==> config.mk <==
export PLATFORM = sky130hd
export DESIGN_NAME = traffic_light_monitor
export DESIGN_NICKNAME = d
export VERILOG_FILES = /design/src/rtl/traffic_light_monitor.sv
export SDC_FILE = /design/constraint.sdc
export NUM_CORES = 1
export LEC_CHECK = 0
export ABC_CLOCK_PERIOD_IN_PS = 4200
export CAP_MARGIN = 10
export CORE_ASPECT_RATIO = 0.6
export CORE_UTILIZATION = 47
export DETAILED_ROUTE_END_ITERATION = 7
export DONT_BUFFER_PORTS = 1
export GPL_TIMING_DRIVEN = 0
export SYNTH_ARGS = -nofsm -noshare
export SYNTH_HDL_FRONTEND = slang
export SYNTH_SLANG_ARGS = --single-unit
==> constraint.sdc <==
create_clock -name clk -period 4.2 [get_ports clk]
set_input_delay 0.42 -clock clk [delete_from_list [all_inputs] [get_ports clk]]
set_output_delay 0.42 -clock clk [all_outputs]
set_load 0.02 [all_outputs]
==> src/rtl/traffic_light_monitor.sv <==
// Passive checker for the traffic-light controller lamps: tracks the RED -> YELLOW -> GREEN ->
// YELLOW phase order and phase lengths, latches the first violation and counts clean cycles.
module traffic_light_monitor #(
    parameter int unsigned YELLOW = 2,
    parameter int unsigned GREEN  = 4,
    parameter int unsigned RED    = 6,
    parameter int unsigned CNT_W  = 8
) (
    input  logic        clk,
    input  logic        i_rst_n,
    input  logic        i_yellow,
    input  logic        i_green,
    input  logic        i_red,
    output logic        o_error,
    output logic [1:0]  o_err_code,
    output logic        o_cycle_done,
    output logic [15:0] o_cycles
);

    typedef enum logic [2:0] {
        StSync,
        StRed,
        StYUp,
        StGreen,
        StYDn,
        StFault
    } state_e;

    localparam logic [1:0] CodeIllegal = 2'd0;
    localparam logic [1:0] CodeOrder   = 2'd1;
    localparam logic [1:0] CodeShort   = 2'd2;
    localparam logic [1:0] CodeLong    = 2'd3;

    localparam logic [CNT_W-1:0] YLen = CNT_W'(YELLOW + 1);
    localparam logic [CNT_W-1:0] GLen = CNT_W'(GREEN + 1);
    localparam logic [CNT_W-1:0] RLen = CNT_W'(RED + 1);

    // Lamp vectors are ordered {red, yellow, green}.
    localparam logic [2:0] LampR = 3'b100;
    localparam logic [2:0] LampY = 3'b010;
    localparam logic [2:0] LampG = 3'b001;

    state_e           state_q, state_d;
    logic [CNT_W-1:0] cnt_q, cnt_d;
    logic             first_q, first_d;
    logic             lap_ok_q, lap_ok_d;
    logic             error_q, error_d;
    logic [1:0]       code_q, code_d;
    logic             done_q, done_d;
    logic [15:0]      cycles_q, cycles_d;

    logic [2:0]       lamps;
    logic [1:0]       lamp_cnt;
    logic             legal;
    logic [2:0]       cur_lamp;
    logic [2:0]       nxt_lamp;
    state_e           nxt_state;
    logic [CNT_W-1:0] phase_len;
    logic             raise;
    logic [1:0]       raise_code;

    assign lamps    = {i_red, i_yellow, i_green};
    assign lamp_cnt = {1'b0, i_red} + {1'b0, i_yellow} + {1'b0, i_green};
    assign legal    = (lamp_cnt == 2'd1);

    always_comb begin
        cur_lamp  = 3'b000;
        nxt_lamp  = 3'b000;
        nxt_state = StFault;
        phase_len = '0;
        case (state_q)
            StRed: begin
                cur_lamp  = LampR;
                nxt_lamp  = LampY;
                nxt_state = StYUp;
                phase_len = RLen;
            end
            StYUp: begin
                cur_lamp  = LampY;
                nxt_lamp  = LampG;
                nxt_state = StGreen;
                phase_len = YLen;
            end
            StGreen: begin
                cur_lamp  = LampG;
                nxt_lamp  = LampY;
                nxt_state = StYDn;
                phase_len = GLen;
            end
            StYDn: begin
                cur_lamp  = LampY;
                nxt_lamp  = LampR;
                nxt_state = StRed;
                phase_len = YLen;
            end
            default: ;
        endcase
    end

    always_comb begin
        state_d    = state_q;
        cnt_d      = cnt_q;
        first_d    = first_q;
        lap_ok_d   = lap_ok_q;
        error_d    = error_q;
        code_d     = code_q;
        done_d     = 1'b0;
        cycles_d   = cycles_q;
        raise      = 1'b0;
        raise_code = CodeIllegal;

        case (state_q)
            StSync: begin
                if (legal && (i_red || i_green)) begin
                    state_d  = i_red ? StRed : StGreen;
                    cnt_d    = CNT_W'(1);
                    first_d  = 1'b1;
                    lap_ok_d = 1'b0;
                end
            end
            StFault: ;
            default: begin
                if (!legal) begin
                    raise      = 1'b1;
                    raise_code = CodeIllegal;
                end else if (lamps == cur_lamp) begin
                    // The unchecked first phase parks its counter at the limit instead of erroring.
                    if (cnt_q >= phase_len) begin
                        if (!first_q) begin
                            raise      = 1'b1;
                            raise_code = CodeLong;
                        end
                    end else begin
                        cnt_d = cnt_q + CNT_W'(1);
                    end
                end else if (lamps != nxt_lamp) begin
                    raise      = 1'b1;
                    raise_code = CodeOrder;
                end else if (!first_q && (cnt_q < phase_len)) begin
                    raise      = 1'b1;
                    raise_code = CodeShort;
                end else begin
                    state_d = nxt_state;
                    cnt_d   = CNT_W'(1);
                    first_d = 1'b0;
                    // A lap only counts once its red phase has been length-checked.
                    if (state_q == StRed) begin
                        lap_ok_d = !first_q;
                    end
                    if (state_q == StYDn) begin
                        lap_ok_d = 1'b0;
                        if (lap_ok_q) begin
                            done_d = 1'b1;
                            if (cycles_q != 16'hFFFF) begin
                                cycles_d = cycles_q + 16'd1;
                            end
                        end
                    end
                end
            end
        endcase

        if (raise) begin
            state_d = StFault;
            error_d = 1'b1;
            code_d  = raise_code;
        end
    end

    always_ff @(posedge clk or negedge i_rst_n) begin
        if (!i_rst_n) begin
            state_q  <= StSync;
            cnt_q    <= '0;
            first_q  <= 1'b0;
            lap_ok_q <= 1'b0;
            error_q  <= 1'b0;
            code_q   <= 2'd0;
            done_q   <= 1'b0;
            cycles_q <= 16'd0;
        end else begin
            state_q  <= state_d;
            cnt_q    <= cnt_d;
            first_q  <= first_d;
            lap_ok_q <= lap_ok_d;
            error_q  <= error_d;
            code_q   <= code_d;
            done_q   <= done_d;
            cycles_q <= cycles_d;
        end
    end

    assign o_error      = error_q;
    assign o_err_code   = code_q;
    assign o_cycle_done = done_q;
    assign o_cycles     = cycles_q;

endmodule

* After elaboration in Yosys (flattened, before gate mapping)
Index checks and enable logic that the tools add are counted.
** Storage, ports and cells
- Flip-flop bits (word level) :: 33
- Latch bits :: 0
- Bits in writable memories :: 0
- ROM bits :: 0
- Input bits :: 5
- Output and inout port bits :: 20
- Logic and storage cells :: 110
- Memories :: 0
** Operators by class
- Add/subtract/negate cells :: 4
- $mul :: 0
- Divide/modulo/power cells :: 0
- $lt $le $gt $ge :: 2
- Eq/ne operators :: 21
- Shift operators :: 0
- Mux-type cells :: 54
- Bitwise logic cells :: 5
- Reductions and logical operators :: 16
** Operators by type and width (count)
- 8-bit two-way mux :: 6
- 3-bit case mux with 3 select lines :: 3
- 1-bit two-way mux :: 26
- 3-bit two-way mux :: 6
- 3-bit by 2-bit inequality test with 1-bit output, second input constant :: 6
- 6-bit AND reduction :: 3
- 16-bit by 1-bit adder with 16-bit output, second input constant :: 1
- 2-bit two-way mux :: 8
- 16-bit inequality test, second input constant :: 1
- 8-bit case mux with 2 select lines :: 1
- 3-bit case mux with 4 select lines :: 1
- 8-bit by 1-bit adder with 8-bit output, second input constant :: 1
- 8-bit greater-or-equal comparator :: 1
- 8-bit < comparator :: 1
- 8-bit AND reduction :: 1
- 7-bit AND reduction :: 1
- 3-bit by 2-bit equality test with 1-bit output, second input constant :: 2
- 3-bit equality test, second input constant :: 2
- 2-bit by 1-bit inequality test with 1-bit output, second input constant :: 3
- 3-bit case mux with 2 select lines :: 1
- 3-bit nonzero test :: 2
- 2-bit OR reduction :: 3
- 1-bit NOT :: 5
- 2-bit inequality test, second input constant :: 2
- other kinds (13) :: 15

* Logic depth before layout (Yosys ltp)
Gate-level depths: netlist (run 1).
- Word-level depth :: 12
- Gate-level depth with buffers :: 13
- Depth with buffers taken out :: 11

* Worst setup path before layout (run 1)
Ideal clock, no wire load.
- Kind :: reg2reg
- Start :: reg state_q[0]
- End :: reg code_q[0] (netlist: o_err_code[0])
- Setup time :: 125 ps
- Data arrival time :: 2994 ps
- Required time :: 4075 ps
- Path slack :: 1081 ps
- Cell stages (with the launch flop) :: 13
- Path buffers :: 2
- Period minus slack after synthesis :: 3119 ps
- Path through :: dfrtp_1 -> clkbuf_1 -> buf_1 -> xor2_1 -> a21oi_1 -> ha_1 -> nor2b_1 -> o21ai_0 -> and2_1 -> o221ai_1 -> o21ai_0 -> nor2b_1 -> mux2_2
** On the way
- Word-level cells in the longest chain between the ends :: 10
** RTL lines
- from (decl) :: line 43 : state_e state_q, state_d;
- from (signal assigned) :: line 172 : state_q <= StSync;
- from (signal assigned) :: line 181 : state_q <= state_d;
- 3-bit equality test or 3-bit by 2-bit equality test with 1-bit output (tied branches) :: line 71 : case (state_q)
- 2-bit OR reduction (no source line)
- 3-bit case mux with 3 select lines :: line 71
- 8-bit < comparator :: line 139 : end else if (!first_q && (cnt_q < phase_len)) begin
- 1-bit logical AND :: line 139
- 1-bit two-way mux :: line 139
- 1-bit two-way mux :: line 136 : end else if (lamps != nxt_lamp) begin
- 1-bit two-way mux :: line 126 : end else if (lamps == cur_lamp) begin
- 1-bit two-way mux :: line 123 : if (!legal) begin
- 1-bit two-way mux :: line 112 : case (state_q)
- to (signal assigned) :: line 186 : code_q <= code_d;
- to (decl) :: line 48 : logic [1:0] code_q, code_d;
Parallel ways exist; a longest one is shown, timed or not.
A chain may end at the register's enable or synchronous reset.

* Worst setup path after layout (run 1)
- Start :: reg state_q[0]
- End :: reg cnt_q[7]
** On the way
- Word-level cells in the longest chain between the ends :: 7
** RTL lines
- 3-bit equality test or 3-bit by 2-bit equality test with 1-bit output (tied branches) :: line 71
- 2-bit OR reduction (no source line)
- 3-bit case mux with 3 select lines :: line 71
- 8-bit < comparator or 3-bit equality test (tied branches) :: line 139, 126
- 1-bit logical AND or 8-bit two-way mux (tied branches) :: line 139, 126
- 3-bit by 2-bit inequality test with 1-bit output (no source line) or 8-bit two-way mux (tied branches)
- 6-bit AND reduction (no source line) or 8-bit case mux with 2 select lines (tied branches)
- to (signal assigned) :: line 182 : cnt_q <= cnt_d;
- to (decl) :: line 44 : logic [CNT_W-1:0] cnt_q, cnt_d;
Parallel ways exist; a longest one is shown, timed or not. The select of a mux whose other input is x is not followed.

==> flow_summary.json, run 1 <==
{
  "cts_buffers": 5,
  "drtIter0Drc": 122,
  "drt_wl_total_um": 4570,
  "cts_root_buf": "clkbuf_8",
  "clk_pin_slew_worst_paths_ns": 0.07,
  "synth_ff_type": "dfrtp_1",
  "io_buffers": 0,
  "cts_buffer_depth": 2,
  "grt_pass1_vias": 1591,
  "drv_cap": 0,
  "place_area_um2": 2070,
  "gp_congestion": 0.930,
  "startpoint_type": "register",
  "whs_ns": 0.495,
  "fp.coreArea_um2": 3870,
  "post-dp-hpwl_um": 3530,
  "syn_area_um2": 2000,
  "drt_pass1_iterations": 6,
  "drive_gt1_share_pct": 7.83,
  "grt.total_usage_pct": 23.4,
  "syn_inst": 220,
  "power_density_nw_per_um2": 364,
  "dieArea_um2": 4530,
  "antenna_cells": 0,
  "antenna_found_initial": 0,
  "synth-edff-count": 0,
  "grt_max_degree": 34,
  "fin_crit_ns": 3.81,
  "setup_violations": 0,
  "maxSlewViolCount": 0,
  "path_class": "register to register",
  "vias": 1645,
  "gr-total-overflow": 0,
  "vias_per_cell": 5.73,
  "syn_area_per_cell_um2": 9.10,
  "leakagePower_uw": 0.000975,
  "fin_crit_sh_pct": 90.8,
  "cts_tree": "done",
  "drc_errors": 0,
  "dieWidth_um": 86.3,
  "ys_warn_count": 0,
  "pin_count": 25,
  "wl_per_cell_um": 15.9,
  "final_nets": 241,
  "final_cell_area_um2": 2220,
  "ys_ff_latch": 33,
  "fp.dieH_um": 52.6,
  "critical_path_arrival_ns": 3.99,
  "hold_viol_final": 0,
  "min_path_type": "register to register",
  "fin_setup_tns_ns": 0,
  "grt_setup_unrepaired": "false",
  "max_freq_ghz": 0.262,
  "syn2layout_area_growth_pct": 11.0,
  "ys_seq_area_share_pct": 41.3,
  "crit_fanout": 10,
  "clk_latency_ns": 0.28,
  "start_util_pct": 51.7,
  "clkSinkCount": 33,
  "finalClockSkew_ns": 0.00481,
  "fp-row-count": 17,
  "worstPathRequired_ns": 4.37,
  "end_kind": "register",
  "yosysUniqueCellTypes": 50,
  "ant_nets": 0,
  "htree_levels": 2,
  "worst_slew_pin_slew_ns": 1.05,
  "async_reset_ff_share_pct": 100,
  "syn-num-nets": 232,
  "grt_first_pass_wirelength_um": 7670,
  "run_status": "complete, no violations",
  "slew_headroom_pct": 29.5,
  "ir_drop_mv": 0.242
}
==> where the power goes <==
| group | switching, uW | leakage [uW] | internal [uW] |
|---|---|---|---|
| Sequential | 22.6 | 0.000428 | 331 |
| Combinational | 91.0 | 0.000488 | 55.8 |
| Clock | 116 | 0.0000585 | 193 |
| Total | 229 | 0.000975 | 580 |
==> worst paths after layout <==
kind	startpoint	endpoint	slack (ns)	depth (start not counted)
setup / recovery	state_q[0]$_DFFE_PN0P_	cnt_q[7]$_DFFE_PN0P_	0.39	11
hold / removal	cnt_q[7]$_DFFE_PN0P_	cnt_q[7]$_DFFE_PN0P_	0.49	1
setup reg to reg	state_q[0]$_DFFE_PN0P_	cnt_q[7]$_DFFE_PN0P_	0.39	11
hold reg to reg	cnt_q[7]$_DFFE_PN0P_	cnt_q[7]$_DFFE_PN0P_	0.49	1
max in group asynchronous	i_rst_n	state_q[2]$_DFFE_PN0P_	3.44	2
min in group asynchronous	i_rst_n	o_cycles[8]$_DFFE_PN0P_	0.58	2
==> logic make-up after synthesis <==
kind of cell,share of synthesized area (%)
compound gates,14.7
xor+xnor,8.75
fa+ha+maj,4.75
buf+inv,4.37
flops,41.2
mux,1.69
simple gates,24.5
==> final cells by class <==
type                    count  area [um2]
clock inverters             1        30.0
inverters                  14        52.6
repair buffers              2        30.0
fillers                   341        1650
well taps                  57        71.3
multi-input cells         164        1090
flip-flops and latches     33         826
clock buffers               7        86.3
plain buffers               9        36.3
==> Yosys cell counts (all sizes together) (4+ instances only) <==
| cell type | instances | share of area [%] |
|---|---|---|
| dfrtp | 33 | 41 |
| nor2b | 6 | 1.9 |
| nand3 | 11 | 2.7 |
| inv | 14 | 2.6 |
| o21a | 5 | 1.9 |
| and2 | 4 | 1.2 |
| nand2 | 15 | 2.8 |
| o21ai | 8 | 2.0 |
| nand4 | 4 | 1.2 |
| xor2 | 10 | 4.4 |
| nor2 | 20 | 3.7 |
| ha | 6 | 3.7 |
| clkbuf | 6 | 1.1 |
| xnor2 | 10 | 4.4 |
| nor3 | 12 | 3.5 |
| nand2b | 4 | 1.2 |
| a21oi | 8 | 2.0 |
==> placed cells by master, fill, tap and decap left out, types with 5 or more instances in the layout <==
cell and n:
a21oi_1 8, ha_1 6, clkbuf_1 7, o21ai_0 7
dfrtp_1 33, xor2_1 10, nor3_1 10, clkbuf_8 6
o21a_1 5, inv_1 14, xnor2_1 10, nand2_1 15
nor2_1 20, nand3_1 11, nor2b_1 6
==> critical path: stages (launching register included) <==
cell	delay, ns
dfrtp_1	0.34
clkbuf_1	0.38
buf_1	0.41
xor2_1	0.12
a21oi_1	0.26
ha_1	0.29
nor2b_1	0.13
o21ai_0	0.31
a32oi_2	0.20
o31ai_1	0.90
nor4_1	0.15
o21a_1	0.22
==> through the flow <==
step | utilization, % | setup slack, ns | total power (uW) | std cells
floorplan | - | 1.08 | 460 | 220
global placement | 53.6 | 0.466 | 490 | 277
detailed placement | 53.6 | 0.421 | 492 | 277
CTS | 57.3 | 0.396 | 814 | 287
global route | 57.4 | 0.0725 | 846 | 287
finish | 57.4 | 0.388 | 809 | 287
==> sequential cells by signal (all words and copies together), names as in the netlist <==
register and count:
o_cycle_done 1, o_error 1, cnt_q 8, first_q 1, o_err_code 2, lap_ok_q 1
o_cycles 16, state_q 3
==> per-layer routing <==
layer  GRT usage (%)  wire [um]
met1            34.0       2280
met2            30.4       1650
met3            9.45        581
met4            8.33         53
met5               0          0
==> timing repair <==
item | in CTS | in global routing
gates resized for setup | 0 | 3
endpoints found under the hold margin | 33 | 0
setup buffers | 0 | 0
setup endpoints to repair | 0 | 1
hold buffers | 2 | 0
Power figures use the tool's default switching activity.
==> run 2, diff against run 1 <==
--- a/config.mk
+++ b/config.mk
@@ -6,12 +6,12 @@
 export NUM_CORES = 1
 export LEC_CHECK = 0
 export ABC_CLOCK_PERIOD_IN_PS = 4200
+export BUFFER_PORTS_ARGS = -buffer_cell sky130_fd_sc_hd__buf_4
 export CAP_MARGIN = 10
-export CORE_ASPECT_RATIO = 0.6
-export CORE_UTILIZATION = 47
+export CORE_UTILIZATION = 57
 export DETAILED_ROUTE_END_ITERATION = 7
-export DONT_BUFFER_PORTS = 1
 export GPL_TIMING_DRIVEN = 0
+export PLACE_DENSITY = 0.79
 export SYNTH_ARGS = -nofsm -noshare
 export SYNTH_HDL_FRONTEND = slang
 export SYNTH_SLANG_ARGS = --single-unit
==> run 2 against run 1 <==
Against the previous run: combinational power grew 10%; critical path type unchanged; register-to-register slack better by 0.07 ns; critical endpoint is now o_err_code[0]$_DFFE_PN0P_; via count is 4.3% higher.
==> flow_summary.json, run 2 (same netlist as run 1, synthesis figures left out) <==
{
  "run_status": "complete, no violations",
  "leakagePower_uw": 0.00105,
  "slowest_stage": "o21ai_0",
  "fin_crit_ns": 3.74,
  "grt_first_pass_wirelength_um": 6440,
  "place_area_um2": 2220,
  "grt.total_usage_pct": 23.0,
  "dieWidth_um": 61.3,
  "final_cell_area_um2": 2280,
  "slowest_delay_ns": 0.48,
  "ir_drop_mv": 0.208,
  "cts_tree": "done",
  "post-dp-hpwl_um": 2980,
  "utilization_pct": 67.8,
  "clk_latency_ns": 0.32,
  "crit_chain": "clkbuf_1 > buf_1 > xor2_1 > a21oi_1 > ha_1 > nor2b_1 > o21ai_0 > and2_1 > o221ai_1 > o21ai_0 > nor2b_1 > mux2_2",
  "fp-row-count": 21,
  "clkSinkCount": 33,
  "cts-resized-gates": 0,
  "reg2reg_depth": 12,
  "largest_reg_flops": 16,
  "ff_latch_area_um2": 826,
  "path_delay_family": "compound AO/OA/AOI/OAI gates",
  "crit_buf_inv": 2,
  "final_cell_count_no_fill": 296,
  "pin_count": 25,
  "crit_fanout": 10,
  "vias": 1716,
  "layout.cells.most_common_list": "dfrtp_1 (33), buf_4 (22), nor2_1 (20)",
  "grt_setup_unrepaired": "false",
  "slew_headroom_pct": 37.8,
  "drtIter0Drc": 80,
  "fp.coreArea_um2": 3360,
  "cts_root_buf": "clkbuf_4",
  "grt_max_degree": 34,
  "io_buffers": 22,
  "gr-total-overflow": 0,
  "fin_setup_tns_ns": 0,
  "syn2layout_area_growth_pct": 13.9,
  "fin_crit_sh_pct": 89.0,
  "drive_gt1_share_pct": 15.6,
  "drt_pass1_iterations": 4,
  "min_path_type": "primary input to asynchronous set/reset pin",
  "clk_pin_slew_worst_paths_ns": 0.10,
  "gp_congestion": 0.851,
  "end_kind": "register",
  "cts_buffers": 5,
  "max_freq_ghz": 0.267,
  "dieArea_um2": 3750,
  "antenna_found_initial": 0,
  "drc_errors": 0,
  "path_class": "register to register",
  "multi_input_area_um2": 1090,
  "start_util_pct": 59.5,
  "fp.dieH_um": 61.3,
  "htree_levels": 2,
  "final_common_cell": "dfrtp_1",
  "critical_path_arrival_ns": 3.95,
  "vias_per_cell": 5.80,
  "worst_slew_pin_slew_ns": 0.926,
  "wl_per_cell_um": 13.5,
  "maxSlewViolCount": 0,
  "grt_pass1_vias": 1448,
  "antenna_cells": 0,
  "crit_cells": 12,
  "placedCellCount": 288,
  "drt_wl_total_um": 3990,
  "power_density_nw_per_um2": 295,
  "ant_nets": 0,
  "setup_violations": 0,
  "n_fill_cell": 287,
  "r2r_setup_slack_ns": 0.46,
  "startpoint_type": "register",
  "cts_buffer_depth": 2,
  "finalClockSkew_ns": 0.0112,
  "final_nets": 261,
  "hold_buffers": 0,
  "postCtsSetupBuffers": 0,
  "hold_viol_final": 0,
  "drv_cap": 0,
  "worstPathRequired_ns": 4.41
}
## run 2: cell types whose count changed in the layout (fill, tap and decap cells not counted), moves of 2 or more
cell      change
clkinv_2      +2
buf_4        +22
clkbuf_4      +5
clkbuf_8      -6
## run 2: per-layer routing
layer	vias to the layer above	global-route usage, %	share of wire (%)
met5	-	0	0
met4	0	4.87	0
met3	0	5.88	4.2
met2	56	36.3	49
met1	821	32.1	47
li1	839	-	-
## run 2: path summary, 6_finish.rpt
check                                       start                        end
max in group asynchronous                 i_rst_n     state_q[0]$_DFFE_PN0P_
hold / removal                            i_rst_n       cnt_q[4]$_DFFE_PN0P_
setup / recovery           state_q[1]$_DFFE_PN0P_  o_err_code[0]$_DFFE_PN0P_
hold reg to reg               o_error$_DFFE_PN0P_        o_error$_DFFE_PN0P_
setup reg to reg           state_q[1]$_DFFE_PN0P_  o_err_code[0]$_DFFE_PN0P_
min in group clk              o_error$_DFFE_PN0P_        o_error$_DFFE_PN0P_
## run 2: final cells by class
| class | instances | area share [%] |
|---|---|---|
| clock buffer | 5 | 1.65 |
| timing repair buffer | 22 | 7.24 |
| sequential | 33 | 36.2 |
| tap | 46 | 2.52 |
| multi-input combinational | 164 | 47.7 |
| buffer | 9 | 1.54 |
| inverter | 14 | 2.31 |
| clock inverter | 3 | 0.768 |
## run 2: stage by stage
stage | total power (uW) | setup slack, ns | hold slack [ns]
final | 672 | 0.460 | 0.0176
after global routing | 711 | 0.103 | 0.0324
after CTS | 679 | 0.526 | 0.0191
after detailed placement | 508 | 0.561 | 0.383
after global placement | 506 | 0.552 | 0.381
after floorplan | 460 | 1.08 | 0.124
## run 2: worst reg2reg max path: cells and delay by family (launching register included)
| family | cells | cell delay [ns] |
|---|---|---|
| AND/OR/NAND/NOR | 3 | 0.68 |
| buffers and inverters | 2 | 0.72 |
| XOR/XNOR | 1 | 0.19 |
| AO/OA/AOI/OAI | 4 | 0.99 |
| multiplexers | 1 | 0.37 |
| adder cells (fa/ha/maj) | 1 | 0.30 |
| flip-flops | 1 | 0.39 |
## run 2: report_power, final
group / internal (uW) / total, uW / switching [uW]
Combinational: 62.8 / 162 / 99.1
Clock: 63.1 / 168 / 105
Sequential: 331 / 342 / 11.7
Total: 456 / 672 / 216
